**config.mk**
```make
export PLATFORM = sky130hd
export DESIGN_NAME = mapper_collector
export DESIGN_NICKNAME = d
export VERILOG_FILES = /design/src/rtl/mapper_collector.sv
export SDC_FILE = /design/constraint.sdc
export NUM_CORES = 1
export LEC_CHECK = 0
export ABC_AREA = 1
export ABC_CLOCK_PERIOD_IN_PS = 3450
export BUFFER_PORTS_ARGS = -buffer_cell sky130_fd_sc_hd__buf_2
export CORE_MARGIN = 2
export CORE_UTILIZATION = 54
export CTS_CLUSTER_DIAMETER = 100
export DETAILED_ROUTE_END_ITERATION = 16
export PLACE_DENSITY = 0.95
export SETUP_SLACK_MARGIN = 0.4
export SYNTH_ARGS = -nofsm -noshare
export SYNTH_HDL_FRONTEND = slang
export SYNTH_SLANG_ARGS = --single-unit
```
**constraint.sdc**
```tcl
create_clock -name i_clk -period 3.45 [get_ports i_clk]
set_clock_uncertainty 0.05 [all_clocks]
set_input_delay 0.345 -clock i_clk [delete_from_list [all_inputs] [get_ports i_clk]]
set_output_delay 0.345 -clock i_clk [all_outputs]
set_load 0.1 [all_outputs]
```
**src/rtl/mapper_collector.sv**
```systemverilog
// Merges NUM_MAPPERS result streams into a single registered reducer stream.
// Arbitration is round-robin. A job ends once every mapper has delivered its last word.
module mapper_collector #(
  parameter int NUM_MAPPERS = 2,
  parameter int DATA_WIDTH  = 32
) (
  input  logic                              i_clk,
  input  logic                              i_rst_n,
  input  logic [NUM_MAPPERS-1:0]            i_map_valid,
  input  logic [NUM_MAPPERS*DATA_WIDTH-1:0] i_map_data,
  input  logic [NUM_MAPPERS-1:0]            i_map_last,
  output logic [NUM_MAPPERS-1:0]            o_map_rdy,
  output logic                              o_red_valid,
  output logic [DATA_WIDTH-1:0]             o_red_data,
  output logic                              o_red_last,
  input  logic                              i_red_rdy,
  output logic [31:0]                       o_word_cnt
);

  localparam int PTR_W = $clog2(NUM_MAPPERS);
  typedef logic [PTR_W-1:0] ptr_t;

  logic [NUM_MAPPERS-1:0] done_q, done_d;
  ptr_t                   rr_ptr_q, rr_ptr_d;
  logic                   red_valid_q, red_valid_d;
  logic [DATA_WIDTH-1:0]  red_data_q, red_data_d;
  logic                   red_last_q, red_last_d;
  logic [31:0]            word_cnt_q, word_cnt_d;

  logic [NUM_MAPPERS-1:0] eligible;
  logic [NUM_MAPPERS-1:0] grant_oh;
  logic                   load_ok;
  logic                   grant_vld;
  ptr_t                   grant_idx;
  logic [PTR_W:0]         cand;

  assign load_ok  = !red_valid_q || i_red_rdy;
  assign eligible = i_map_valid & ~done_q;

  // Scan rr_ptr, rr_ptr+1, ... modulo NUM_MAPPERS; the first eligible mapper wins.
  always_comb begin
    grant_vld = 1'b0;
    grant_idx = '0;
    cand      = '0;
    for (int i = 0; i < NUM_MAPPERS; i++) begin
      cand = {1'b0, rr_ptr_q} + (PTR_W+1)'(i);
      if (cand >= (PTR_W+1)'(NUM_MAPPERS)) cand = cand - (PTR_W+1)'(NUM_MAPPERS);
      if (!grant_vld && load_ok && eligible[cand[PTR_W-1:0]]) begin
        grant_vld = 1'b1;
        grant_idx = cand[PTR_W-1:0];
      end
    end
  end

  always_comb begin
    grant_oh  = '0;
    o_map_rdy = '0;
    for (int k = 0; k < NUM_MAPPERS; k++) begin
      grant_oh[k]  = grant_vld && (grant_idx == ptr_t'(k));
      o_map_rdy[k] = grant_oh[k] && i_rst_n;
    end
  end

  always_comb begin
    done_d      = done_q;
    rr_ptr_d    = rr_ptr_q;
    red_valid_d = red_valid_q;
    red_data_d  = red_data_q;
    red_last_d  = red_last_q;
    word_cnt_d  = word_cnt_q;

    if (grant_vld) begin
      red_valid_d = 1'b1;
      red_data_d  = i_map_data[grant_idx*DATA_WIDTH +: DATA_WIDTH];
      red_last_d  = 1'b0;
      rr_ptr_d    = (grant_idx == ptr_t'(NUM_MAPPERS-1)) ? '0 : grant_idx + ptr_t'(1);
      if (i_map_last[grant_idx]) begin
        // The final outstanding last closes the job and re-arms every mapper at once.
        if (&(done_q | grant_oh)) begin
          red_last_d = 1'b1;
          done_d     = '0;
        end else begin
          done_d     = done_q | grant_oh;
        end
      end
    end else if (i_red_rdy) begin
      red_valid_d = 1'b0;
      red_last_d  = 1'b0;
    end

    if (red_valid_q && i_red_rdy && (word_cnt_q != 32'hFFFF_FFFF))
      word_cnt_d = word_cnt_q + 32'd1;
  end

  always_ff @(posedge i_clk) begin
    if (!i_rst_n) begin
      done_q      <= '0;
      rr_ptr_q    <= '0;
      red_valid_q <= 1'b0;
      red_data_q  <= '0;
      red_last_q  <= 1'b0;
      word_cnt_q  <= '0;
    end else begin
      done_q      <= done_d;
      rr_ptr_q    <= rr_ptr_d;
      red_valid_q <= red_valid_d;
      red_data_q  <= red_data_d;
      red_last_q  <= red_last_d;
      word_cnt_q  <= word_cnt_d;
    end
  end

  assign o_red_valid = red_valid_q;
  assign o_red_data  = red_data_q;
  assign o_red_last  = red_last_q;
  assign o_word_cnt  = word_cnt_q;

endmodule
```
Yosys cells after proc, flatten, opt, wreduce, memory -nomap -nowiden
Index checks and enable logic that the tools add are counted.

Bits in registers: 69. Latch bits: 0. RAM bits: 0. Bits in read-only memories: 0. Input bits: 71. Output and inout port bits: 68. Logic and storage cells: 56. Memories: 0.

$add $sub $neg: 5. Multipliers: 0. Div/mod/pow operators: 0. $lt $le $gt $ge: 5. Equality and inequality tests: 1. Shift operators: 1. Multiplexer cells: 19. Bitwise logic cells: 4. Reductions and logical operators: 15.

Operators with widths (count): 64-bit by 7-bit variable part select with 32-bit output (1); 32-bit by 1-bit adder with 32-bit output, second input constant (1); 32-bit inequality test, second input constant (1); 1-bit 2-to-1 mux (18); 1-bit logical AND (9); 1-bit by 2-bit less-than comparator with 1-bit output, second input constant (3); 2-bit AND reduction (2); 1-bit by 1-bit adder with 2-bit output, second input constant (1); 2-bit bitwise AND (1); 1-bit by 2-bit >= comparator with 1-bit output, second input constant (1); 2-bit >= comparator, second input constant (1); 1-bit zero test (2); 2-bit 2-to-1 mux (1); 2-bit inverter (1); 2-bit bitwise OR (1); 2-bit nonzero test (1); 1-bit subtractor, second input constant (2); 1-bit adder, second input constant (1); 1-bit logical OR (1); 1-bit inverter (1).

Longest topological paths before layout
Depth after elaboration: 17. Depth in mapped cells: 11. Gate-level depth less buffers: 10.

Worst setup path before layout
OpenSTA, ideal clock, no wires.

Path kind: flip-flop to output port. From: register red_valid_q (netlist: o_red_valid). To: output port o_map_rdy[0]. Data arrival time: 2.809 ns. Required time: 3.055 ns. Slack: 0.246 ns. Stages on the path, launching flop included: 7. Buffers on the path: 0. Cells stage by stage: dfxtp_1 inv_1 nor2_1 nor2_1 nand2_1 nand2_1 nor2_1.

Word-level cells in the longest chain between the ends: 11. Elaborated cells on any way between the ends: 13. Those cells by class: 4 x mux; 1 x bitwise; 8 x reduce/logical.

RTL lines: start: declaration (RTL line 25) `logic red_valid_q, red_valid_d;`; start signal: assignment (RTL line 106) `red_valid_q <= red_valid_d;`; 1-bit zero test * (RTL line 37) `assign load_ok = !red_valid_q || i_red_rdy;`; 1-bit logical OR * (RTL line 37); 1-bit logical AND (RTL line 48) `if (!grant_vld && load_ok && eligible[cand[PTR_W-1:0]]) begin`; 1-bit 2-to-1 mux (RTL line 48); 1-bit zero test (RTL line 48); 1-bit logical AND (2 in a row) (RTL line 48); 1-bit 2-to-1 mux (RTL line 48); 1-bit inverter (RTL line 59) `grant_oh[k] = grant_vld && (grant_idx == ptr_t'(k));`; 1-bit logical AND * (RTL line 59); 1-bit logical AND * (RTL line 60) `o_map_rdy[k] = grant_oh[k] && i_rst_n;`; end: declaration (RTL line 12) `output logic [NUM_MAPPERS-1:0] o_map_rdy,`.

Every way passes the cells marked *; elsewhere a longest branch is shown, timed or not.

Worst setup path after layout
Same ends and word-level chain as after synthesis.

==> flow_metrics.env <==
export IMPL_path_cells="inv_1 -> nor2_1 -> nor2_1 -> nand2_1 -> nand2_1 -> nor2_2 -> buf_2"
export IMPL_crit_path_end_kind="primary output"
export IMPL_antenna_found_initial=0
export IMPL_fin_crit_ns=2.37
export IMPL_synth_xor_area_share_pct=3.13
export IMPL_io_buffers=138
export IMPL_fmax_mhz=422
export IMPL_grt_pass1_wl_mm=17.4
export IMPL_syn_instance_count=598
export IMPL_synth_top_family_by_area="simple AND/OR/NAND/NOR gates"
export IMPL_antenna_cells=0
export IMPL_overflow=0
export IMPL_synth_area_leaders="dfxtp_1 (35%), nand2_1 (20%), nand3_1 (6.8%), nor2_1 (6.1%), o211ai_1 (6.1%)"
export IMPL_r2r_cells=9
export IMPL_final_cell_mix="nand2_1 (214), buf_2 (138), dfxtp_1 (69)"
export IMPL_place_gp_congestion=0.992
export IMPL_outcome="finished, final reports clean"
export IMPL_hold_depth=4
export IMPL_cp_top_family="simple AND/OR/NAND/NOR gates"
export IMPL_final_common_cell="nand2_1"
export IMPL_clock_root_buffer="clkbuf_8"
export IMPL_crit_type="reg -> out"
export IMPL_synthSimpleGateAreaFrac_pct=38.9
export IMPL_tightest_slew_ns=0.957
export IMPL_rsz0062_at_grt="false"
export IMPL_critical_path_max_stage_delay_ns=0.44
export IMPL_dieArea_mm2=0.00796
export IMPL_p_total_mw=2.36
export IMPL_avgRoutedWirePerCell_um=12.9
export IMPL_post_route_cell_area_mm2=0.00485
export IMPL_hp_class="in -> reg"
export IMPL_die_h_um=89.2
export IMPL_grt_max_degree=69
export IMPL_fin_ws_ns=1.08
export IMPL_gr_usage_met2_pct=49.6
export IMPL_regToRegStartpoint="done_q[1]$_SDFFE_PN0P_"
export IMPL_htree_levels=3
export IMPL_synth_warnings=0
export IMPL_critPathLaunch="o_red_valid$_SDFFE_PN0P_"
export IMPL_dr_pass1_iters=5
export IMPL_peakVddDrop_mv=0.408
export IMPL_r2r_setup_slack_ns=1.21
export IMPL_cp_start_kind="flip-flop"
export IMPL_tns_ns=0
export IMPL_cts_made_buffers=9
export IMPL_clock_sinks=69
export IMPL_coreArea_mm2=0.00714
export IMPL_vias_per_cell=5.18
export IMPL_synth_area_mm2=0.00392
export IMPL_die_w_um=89.2
export IMPL_drc=0
export IMPL_initial_core_util_pct=54.9
export IMPL_place_hpwl_mm=7.92
export IMPL_hold_viol=0
export IMPL_synth_mux_area_share_pct=0
export IMPL_grt_use_met3_pct=5.45
export IMPL_ctsHoldBuffers=0
export IMPL_crit_fanout=8
export IMPL_fin_crit_sh_pct=68.7
export IMPL_final_nets=798
export IMPL_synth_top_area_share_pct=35.2
export IMPL_drv_cap=0
export IMPL_wirelength_mm=10.7
export IMPL_ys_types=26
export IMPL_pin_count=139
export IMPL_place_ws_ns=1.13
export IMPL_cts_setup_buffers=0
export IMPL_yosysTopAreaCell="dfxtp_1"
export IMPL_critical_path_buf_inv_count=2
export IMPL_met1_usage_pct=31.0
export IMPL_syn_num_nets=670
export IMPL_synth_fa_ha_area_share_pct=0.319
export IMPL_clk_pin_slew_ns=0.08
export IMPL_drv_slew=0
export IMPL_slew_headroom_pct=36.1
export IMPL_drive_gt1_share_pct=27.6
export IMPL_ant_nets=0
export IMPL_synth_seq_cells=69
export IMPL_seq_area_frac_synth_pct=35.2
export IMPL_min_from="i_red_rdy"
export IMPL_grtUsageTotal_pct=27.6
export IMPL_worstPathArrival_ns=1.97
export IMPL_first_global_vias=4048
export IMPL_drt_iter0_drc=281
export IMPL_rows=31
export IMPL_p_leak_nw=2.35
export IMPL_r2r_end="o_red_last$_SDFFE_PN0P_"
export IMPL_fillerInstances=604
export IMPL_placed_area_mm2=0.00463
export IMPL_clk_latency_ns=0.34
export IMPL_syn_area_per_cell_um2=6.56
export IMPL_power_density_mw_per_mm2=487
export IMPL_cpMaxStageDelayCell="buf_2"
export IMPL_clk_path_buf_depth=2
export IMPL_area_delta_synth_final_pct=23.7
export IMPL_grt_busiest_layer="met2"
export IMPL_hold_end="o_red_last$_SDFFE_PN0P_"
export IMPL_cts_tree="done"
export IMPL_vias=4301
export IMPL_setup_viol_count_final=0
export IMPL_synth_compound_area_share_pct=12.5
export IMPL_cts_resized=0
export IMPL_worst_endpoint_required_ns=3.05
[layout make-up]
cell class | count | area (um2) | share of cell area (%)
Timing Repair Buffer | 141 | 713 | 14.7
Inverter | 64 | 243 | 5.00
Sequential cell | 69 | 1380 | 28.5
Tap cell | 99 | 124 | 2.55
Clock buffer | 12 | 155 | 3.20
Multi-Input combinational cell | 441 | 2160 | 44.6
Clock inverter | 4 | 70.1 | 1.44
[Yosys cell counts]
| library cell | n |
|---|---|
| nand2_1 | 214 |
| dfxtp_1 | 69 |
| nor2_1 | 64 |
| inv_1 | 63 |
| nand3_1 | 53 |
| o211ai_1 | 32 |
| a21oi_2 | 20 |
| nand2_2 | 14 |
| a21oi_1 | 11 |
| clkbuf_1 | 10 |
| xor2_1 | 10 |
| buf_2 | 7 |
| o21ai_0 | 4 |
| xnor2_1 | 4 |
| buf_1 | 3 |
| nand3b_1 | 3 |
| nor2_2 | 3 |
| nor2_4 | 3 |
| buf_12 | 2 |
| buf_6 | 2 |
| nand2_4 | 2 |
| ha_1 | 1 |
| inv_4 | 1 |
| nand2_8 | 1 |
| nand4_1 | 1 |
| nor3_1 | 1 |
[worst min-delay path, stage by stage]
cell and delay, ns:
buf_2 0.10, nor2_1 0.04, nand2_1 0.04, a21oi_1 0.05
[per-stage QoR]
step,std cells,utilization [%],hold WS (ns)
final,830,68.0,0.235
after global routing,830,68.0,0.255
after CTS,830,68.0,0.220
after detailed placement,814,64.8,0.404
after global placement,814,64.8,0.395
after floorplan,598,-,0.384
[logic make-up after synthesis]
group                    Yosys count
adder cells (fa/ha/maj)            1
flip-flops                        69
AO/OA/AOI/OAI                     67
XOR/XNOR                          14
buffers and inverters             88
AND/OR/NAND/NOR                  359
[power breakdown]
group / internal, mW / leakage, nW / switching, mW / total (mW)
Sequential: 0.853 / 0.565 / 0.0312 / 0.884
Clock: 0.445 / 0.116 / 0.310 / 0.755
Combinational: 0.138 / 1.67 / 0.586 / 0.724
[registers in the layout, indices dropped and copies added, names as in the netlist]
name and cells:
done_q 2, o_red_valid 1, o_word_cnt 32, o_red_data 32, o_red_last 1, rr_ptr_q 1
[metal layers]
metal | routed length, um | up-vias
li1 | - | 2147
met1 | 4140 | 1920
met2 | 5490 | 204
met3 | 828 | 30
met4 | 288 | 0
met5 | 0 | -
[worst max-delay path by stage]
stage	endpoint	cells past startpoint
2_1_floorplan	o_map_rdy[1]	6
3_3_place_gp	o_map_rdy[0]	4
3_5_place_dp	o_map_rdy[0]	4
4_1_cts	o_map_rdy[0]	7
5_1_grt	done_q[0]$_SDFFE_PN0P_	10
6_report	o_map_rdy[0]	7
Power figures use the tool's default switching activity.
